==> src/rtl/stream_arb_2to1_pkg.sv <==
// rtl/stream_arb_2to1_pkg.sv - shared constants for the 2:1 packet stream arbiter
//
// Purpose: arbitration FSM state encodings and the default stream width,
//          shared by the arbiter top and anything that observes its state.
// Ports:   none (package).
package stream_arb_2to1_pkg;

  typedef enum logic [1:0] {
    ST_IDLE  = 2'd0,
    ST_LOCK0 = 2'd1,
    ST_LOCK1 = 2'd2
  } arb_state_t;

  localparam int ARB_WIDTH_DEFAULT = 8;

endpackage

==> src/rtl/stream_out_reg.sv <==
// rtl/stream_out_reg.sv - single-entry registered output stage for a valid/ready stream
//
// Purpose: holds one beat. A new beat may enter only when the slot is empty
//          or is being drained in the same cycle, so the stage sustains one
//          beat per cycle with no bubble.
// Ports:
//   clk, rst_n   clock, asynchronous active-low reset
//   i_accept     a beat is being handed over this cycle
//   i_data       payload of that beat (W bits)
//   o_load       slot can take a beat this cycle
//   o_valid      registered beat valid
//   i_ready      downstream accepts the registered beat
//   o_data       registered payload
module stream_out_reg #(
  parameter int W = 9
) (
  input  logic         clk,
  input  logic         rst_n,
  input  logic         i_accept,
  input  logic [W-1:0] i_data,
  output logic         o_load,
  output logic         o_valid,
  input  logic         i_ready,
  output logic [W-1:0] o_data
);

  logic         r_valid;
  logic [W-1:0] r_data;

  assign o_load  = !r_valid || i_ready;
  assign o_valid = r_valid;
  assign o_data  = r_data;

  // Payload only changes on a load, so it holds steady under backpressure.
  always_ff @(posedge clk or negedge rst_n) begin
    if (!rst_n) begin
      r_valid <= 1'b0;
      r_data  <= '0;
    end else if (o_load) begin
      r_valid <= i_accept;
      if (i_accept) begin
        r_data <= i_data;
      end
    end
  end

endmodule

==> src/rtl/stream_arb_2to1.sv <==
// rtl/stream_arb_2to1.sv - two-input round-robin packet arbiter with registered output
//
// Purpose: forwards whole packets (delimited by last) from two valid/ready
//          inputs into one registered output stream, alternating priority
//          after every completed packet. Drives sel for the downstream 2:1 mux
//          (1 = in0 on mux input a, 0 = in1 on mux input b).
// Ports:
//   clk, rst_n                      clock, asynchronous active-low reset
//   in0_valid/ready/data/last       input stream 0
//   in1_valid/ready/data/last       input stream 1
//   out_valid/ready/data/last       registered output stream
//   sel                             current grant, 1 = in0, 0 = in1
module stream_arb_2to1
  import stream_arb_2to1_pkg::*;
#(
  parameter int WIDTH = ARB_WIDTH_DEFAULT
) (
  input  logic             clk,
  input  logic             rst_n,
  input  logic             in0_valid,
  output logic             in0_ready,
  input  logic [WIDTH-1:0] in0_data,
  input  logic             in0_last,
  input  logic             in1_valid,
  output logic             in1_ready,
  input  logic [WIDTH-1:0] in1_data,
  input  logic             in1_last,
  output logic             out_valid,
  input  logic             out_ready,
  output logic [WIDTH-1:0] out_data,
  output logic             out_last,
  output logic             sel
);

  arb_state_t r_state;
  logic       r_prio;    // 0 = in0 preferred on a tie, 1 = in1 preferred

  logic           w_load;
  logic           w_idle_in0;
  logic           w_sel;
  logic           w_acc0;
  logic           w_acc1;
  logic           w_accept;
  logic           w_acc_last;
  logic [WIDTH:0] w_mux;
  logic [WIDTH:0] w_out;

  // Idle winner: a lone valid input wins; a tie or no request falls to prio.
  always_comb begin
    w_idle_in0 = !r_prio;
    if (in0_valid && !in1_valid) begin
      w_idle_in0 = 1'b1;
    end else if (in1_valid && !in0_valid) begin
      w_idle_in0 = 1'b0;
    end
  end

  always_comb begin
    w_sel = w_idle_in0;
    case (r_state)
      ST_LOCK0: w_sel = 1'b1;
      ST_LOCK1: w_sel = 1'b0;
      default:  w_sel = w_idle_in0;
    endcase
  end

  assign sel       = w_sel;
  assign in0_ready = w_load &&  w_sel;
  assign in1_ready = w_load && !w_sel;

  assign w_acc0     = in0_valid && in0_ready;
  assign w_acc1     = in1_valid && in1_ready;
  assign w_accept   = w_acc0 || w_acc1;
  assign w_mux      = w_sel ? {in0_last, in0_data} : {in1_last, in1_data};
  assign w_acc_last = w_mux[WIDTH];

  // Lock holds the grant until last; finishing a packet hands priority to
  // the other input (w_sel = 1 means in0 just finished, so prefer in1).
  always_ff @(posedge clk or negedge rst_n) begin
    if (!rst_n) begin
      r_state <= ST_IDLE;
      r_prio  <= 1'b0;
    end else if (w_accept) begin
      if (w_acc_last) begin
        r_state <= ST_IDLE;
        r_prio  <= w_sel;
      end else begin
        r_state <= w_sel ? ST_LOCK0 : ST_LOCK1;
      end
    end
  end

  stream_out_reg #(
    .W (WIDTH + 1)
  ) u_out_reg (
    .clk      (clk),
    .rst_n    (rst_n),
    .i_accept (w_accept),
    .i_data   (w_mux),
    .o_load   (w_load),
    .o_valid  (out_valid),
    .i_ready  (out_ready),
    .o_data   (w_out)
  );

  assign out_data = w_out[WIDTH-1:0];
  assign out_last = w_out[WIDTH];

endmodule

==> config.mk <==
export PLATFORM = sky130hd
export DESIGN_NAME = stream_arb_2to1
export DESIGN_NICKNAME = d
export VERILOG_FILES = /design/src/rtl/stream_arb_2to1_pkg.sv /design/src/rtl/stream_out_reg.sv /design/src/rtl/stream_arb_2to1.sv
export SDC_FILE = /design/constraint.sdc
export NUM_CORES = 1
export LEC_CHECK = 0
export CAP_MARGIN = 20
export CORE_ASPECT_RATIO = 1.2
export CORE_MARGIN = 8
export CORE_UTILIZATION = 43
export CTS_CLUSTER_DIAMETER = 30
export CTS_CLUSTER_SIZE = 30
export DETAILED_ROUTE_END_ITERATION = 8
export GPL_TIMING_DRIVEN = 0
export HOLD_SLACK_MARGIN = 0.03
export PLACE_DENSITY = 0.83
export RECOVER_POWER = 25
export SLEW_MARGIN = 20
export SYNTH_ARGS = -nofsm -noshare
export SYNTH_HDL_FRONTEND = slang
export SYNTH_HIERARCHICAL = 1
export SYNTH_SLANG_ARGS = --single-unit
==> constraint.sdc <==
create_clock -name clk -period 3.6 [get_ports clk]
set_clock_uncertainty 0.05 [all_clocks]
set_input_delay 0.36 -clock clk [delete_from_list [all_inputs] [get_ports clk]]
set_output_delay 0.36 -clock clk [all_outputs]
set_load 0.02 [all_outputs]
### After elaboration in Yosys (flattened, before gate mapping)

Cells that the tools add are included.

| word-level totals | value |
|---|---|
| register bits after elaboration | 13 |
| output and inout bits | 13 |
| logic and storage cells | 27 |

| cells by class | value |
|---|---|
| reduce and logical (&&, ||, !) cells | 15 |
| equal/unequal tests | 2 |
| multiplexer cells | 6 |

Operators with widths:

| operator | number |
|---|---|
| 9-bit 2-to-1 mux | 1 |
| 1-bit logical AND | 6 |
| 1-bit zero test | 5 |
| 2-bit 2-to-1 mux | 2 |
| 2-bit AND reduction | 2 |
| 2-bit by 1-bit equality test with 1-bit output, second input constant | 1 |
| 2-bit equality test, second input constant | 1 |
| 1-bit logical OR | 2 |
| 1-bit 2-to-1 mux | 2 |
| 1-bit case mux with 2 select lines | 1 |

### Depth between registers and ports, before layout

| depth | value |
|---|---|
| depth after elaboration | 10 |
| mapped depth | 7 |

### Hierarchy

Netlist, hierarchy kept.

Modules (own cells, without submodules):

| module | cells each | instances | area each (sq um) | seq. area each (sq um) |
|---|---|---|---|---|
| stream_out_reg | 22 | 1 | 425.4 | 250.2 |
| stream_arb_2to1 | 35 | 1 | 366.6 | 75.1 |

### Least setup slack after synthesis

Ideal clock, no wire load.

| path | value |
|---|---|
| path kind | register to register |
| start point | register r_state[0] |
| end point | register u_out_reg.r_data[0] (netlist: u_out_reg/o_data[0]) |
| clock period less this slack | 1.932 ns |
| arrival time | 1.757 ns |
| stages on the path, launching flop included | 7 |
| path buffers | 0 |
| path slack | 1.668 ns |
| path through | dfrtp_1 > ha_1 > o21a_1 > o221ai_2 > inv_1 > nand2_8 > mux2_4 |

| on the way | value |
|---|---|
| longest elaborated chain between the ends | 7 |

RTL lines:

| item | line | text |
|---|---|---|
| start, declared | stream_arb_2to1.sv:35 | `arb_state_t r_state;` |
| start signal, assigned | stream_arb_2to1.sv:88 | `r_state <= w_sel ? ST_LOCK0 : ST_LOCK1;` |
| 2-bit equality test / 2-bit by 1-bit equality test with 1-bit output (equally long branches) | stream_arb_2to1.sv:60 | `case (r_state)` |
| 1-bit case mux with 2 select lines * | stream_arb_2to1.sv:60 |  |
| 1-bit zero test | stream_arb_2to1.sv:69 | `assign in1_ready = w_load && !w_sel;` |
| 1-bit logical AND | stream_arb_2to1.sv:69 |  |
| 1-bit logical AND | stream_arb_2to1.sv:72 | `assign w_acc1 = in1_valid && in1_ready;` |
| 1-bit logical OR * | stream_arb_2to1.sv:73 | `assign w_accept = w_acc0 \|\| w_acc1;` |
| net w_accept | stream_arb_2to1.sv:43 | `logic w_accept;` |
| 2-bit AND reduction (no source line) * | n/a |  |
| end signal, assigned | stream_out_reg.sv:42 | `r_data <= i_data;` |
| end, declared | stream_out_reg.sv:28 | `logic [W-1:0] r_data;` |

The timed path passes the listed nets; every way through them passes the cells marked *.
A chain may end at the register's enable or synchronous reset.

### Final worst setup path

| path | value |
|---|---|
| start point | register r_state[0] |
| end point | output in1_ready |

| on the way | value |
|---|---|
| longest elaborated chain between the ends | 4 |

RTL lines:

| item | line | text |
|---|---|---|
| 2-bit equality test / 2-bit by 1-bit equality test with 1-bit output (equally long branches) | stream_arb_2to1.sv:60 |  |
| 1-bit case mux with 2 select lines * | stream_arb_2to1.sv:60 |  |
| 1-bit zero test * | stream_arb_2to1.sv:69 |  |
| 1-bit logical AND * | stream_arb_2to1.sv:69 |  |
| end, declared | stream_arb_2to1.sv:25 | `output logic in1_ready,` |

Every way passes the cells marked *; elsewhere a longest branch is shown, timed or not.

==> flow_summary.ini <==
[clocking]
path_clk_slew_ps = 90
post-cts-setup-buffer-count = 0
cts.path.max_buffers = 2
clock_sinks = 13
h-tree-depth = 1
cts-root-buf = clkbuf_4
cts_resized = 0
tritoncts = built
hold_buffers = 0
insertion_delay_ps = 270
cts_buffers = 3

[die]
num_rows = 17
core_area_um2 = 1790
die_area_um2 = 3480
start_util_pct = 44.3
fp.dieW_um = 55.2
fp.dieH_um = 63.0
pin_count = 36

[detailed_routing]
initialDrtViolationCount = 5
dr_total_vias = 556
viasPerCell = 4.83
dr.pass1.iters = 4
drtAntennaViolNets = 0
wirelength_mm = 1.83
remaining_drc_errors = 0
routedWlPerCell_um = 15.9

[power_and_ir_drop]
clock_power_share_pct = 8.5
combPwrFrac_pct = 66.7
ir_drop_v = 0.000403
total_power_uw = 1070
swShare_pct = 38.0
cellLeakagePower_uw = 0.000539
p_seq_share_pct = 24.8
power_switching_uw = 405
internal_power_uw = 662
power_density_nw_per_um2 = 894

[critical_path]
reg2reg_to = u_out_reg/o_data[3]
crit_slowest_cell = clkdlybuf4s50_1
worstPathRequired_ps = 3190
rrSetupSlack_ps = 1510
r2r-start = r_state[0]
cp.arrival_ps = 2320
critPathMaxFanout = 10
worstSetupEndpointType = primary output
crit_chain = ha_1 -> nor2b_1 -> a31oi_4 -> buf_6 -> and2_2 -> clkdlybuf4s50_1
rr_worst_depth = 6
max_stage_delay_ps = 590
start_kind = flop
critPathKind = reg -> out
critPathLaunch = r_state[0]
endpoint = in1_ready

[timing]
setup_viol = 0
setup_tns_ps = 0
slew_viol_final = 0
fin_crit_sh_pct = 75.8
rsz0062_at_grt = false
tightestPinTransition_ps = 595
fmax_ghz = 0.366
finalWorstSetupSlack_ps = 870
min_period_ps = 2730
maxSlewHeadroom_pct = 60.2
whs_ps = 439
hold_viol = 0

[final_layout]
drive_above_1_share_pct = 33.3
fin_nets = 121
final_cell_mix = clkdlybuf4s50_1, mux2_4, dfrtp_1
syn_to_final_growth_pct = 50.7
antennaDiodeCount = 0
utilization_pct = 66.8
final_common_cell = clkdlybuf4s50_1

[placement]
dp_slack_ps = 959
gp_congestion = 0.725
dp_hpwl_mm = 1.50
port_buffers = 35

[logic_synthesis]
synth_cell_type_count = 23
netlist.area_leader.share_pct = 41.1
netlist_area_um2 = 792
netlist_instances = 57
avgSynthCellArea_um2 = 13.9
ys_warn_count = 6
synth_area_leader_cell = dfrtp_1
synthTopCellsByArea = dfrtp_1, mux2_4, mux2_2
yosysSeqAreaShare_pct = 41.1
syn_nets = 81
synth_seq_cells = 13

[global_route]
overflow = 0
grt_max_degree = 14
antenna_found_initial = 0
track_usage_pct = 10.7
grt_pass1_vias = 583
grt_pass1_wl_mm = 2.79

[worst_hold_path]
min_path_type = reg -> reg

[run]
maxCapViolCount = 0

[run_status]
outcome = complete, no violations
[cells in the mapped netlist]
cell type,instances
a21oi_1,1
a31oi_4,1
and2_1,1
and2_2,1
buf_6,1
dfrtp_1,13
ha_1,1
inv_1,3
inv_2,2
mux2_2,3
mux2_4,15
nand2_1,3
nand2_8,1
nand2b_1,2
nand2b_4,1
nor2b_1,1
o21a_1,1
o21ai_0,1
o21ai_1,1
o21ai_2,1
o221ai_2,1
o31ai_1,1
o31ai_2,1
[how the worst min path moves through the flow]
stage	start	endpoint	slack, ps	cells after the start
after floorplan	rst_n	r_prio	10	0
after global placement	r_state[1]	r_state[1]	420	2
after detailed placement	r_state[1]	r_state[1]	420	2
after CTS	rst_n	u_out_reg/o_data[4]	420	1
after global routing	r_state[1]	r_state[1]	470	2
final	r_state[1]	r_state[1]	440	2
[critical path, delay by kind of cell (launching register included)]
family / cells / cell delay [ps]
adders and majority gates: 1 / 370
DFF: 1 / 400
AOI/OAI and AO/OA: 1 / 230
and+or+nand+nor: 2 / 240
buffers and inverters: 2 / 790
[cell families after synthesis]
logic type,Yosys count,share of synthesized area [%]
AO/OA/AOI/OAI,9,11.1
adder cells (fa/ha/maj),1,1.58
buffers and inverters,6,3.79
AND/OR/NAND/NOR,10,9.80
multiplexers,18,32.7
flip-flops,13,41.1
[power by group through the flow]
stage / registers, uW / clock network [uW] / logic, uW
global placement: 264 / 0 / 706
global route: 275 / 102 / 751
finish: 265 / 90.4 / 712
detailed placement: 268 / 0 / 720
floorplan: 332 / 0 / 411
CTS: 266 / 94.6 / 724
[stage by stage]
stage | std cells | cell area [um2]
floorplan | 57 | 792
global placement | 111 | 1170
detailed placement | 111 | 1170
CTS | 115 | 1190
global route | 115 | 1190
finish | 115 | 1190
[layer usage]
layer  global-route usage [%]  up-vias  share of wire (%)
met5                        0        -                  0
met3                     1.67        2                5.7
li1                         -      277                  -
met4                     5.42        0                1.9
met2                     17.8       20                 53
met1                     12.0      257                 39
[flip-flops by register name, summed over array words and instances, names as in the netlist]
signal             flops
u_out_reg/o_data       9
r_prio                 1
u_out_reg/o_valid      1
r_state                2
[final cells by class]
cell class | count | area (um2)
Fill cell | 152 | 593
Multi-Input combinational cell | 38 | 437
Timing Repair Buffer | 35 | 350
Sequential cell | 13 | 325
Tap cell | 19 | 23.8
Clock buffer | 3 | 22.5
Inverter | 5 | 18.8
Buffer | 1 | 11.3
Clock inverter | 1 | 5.00
(Power assumes the default switching activity.)
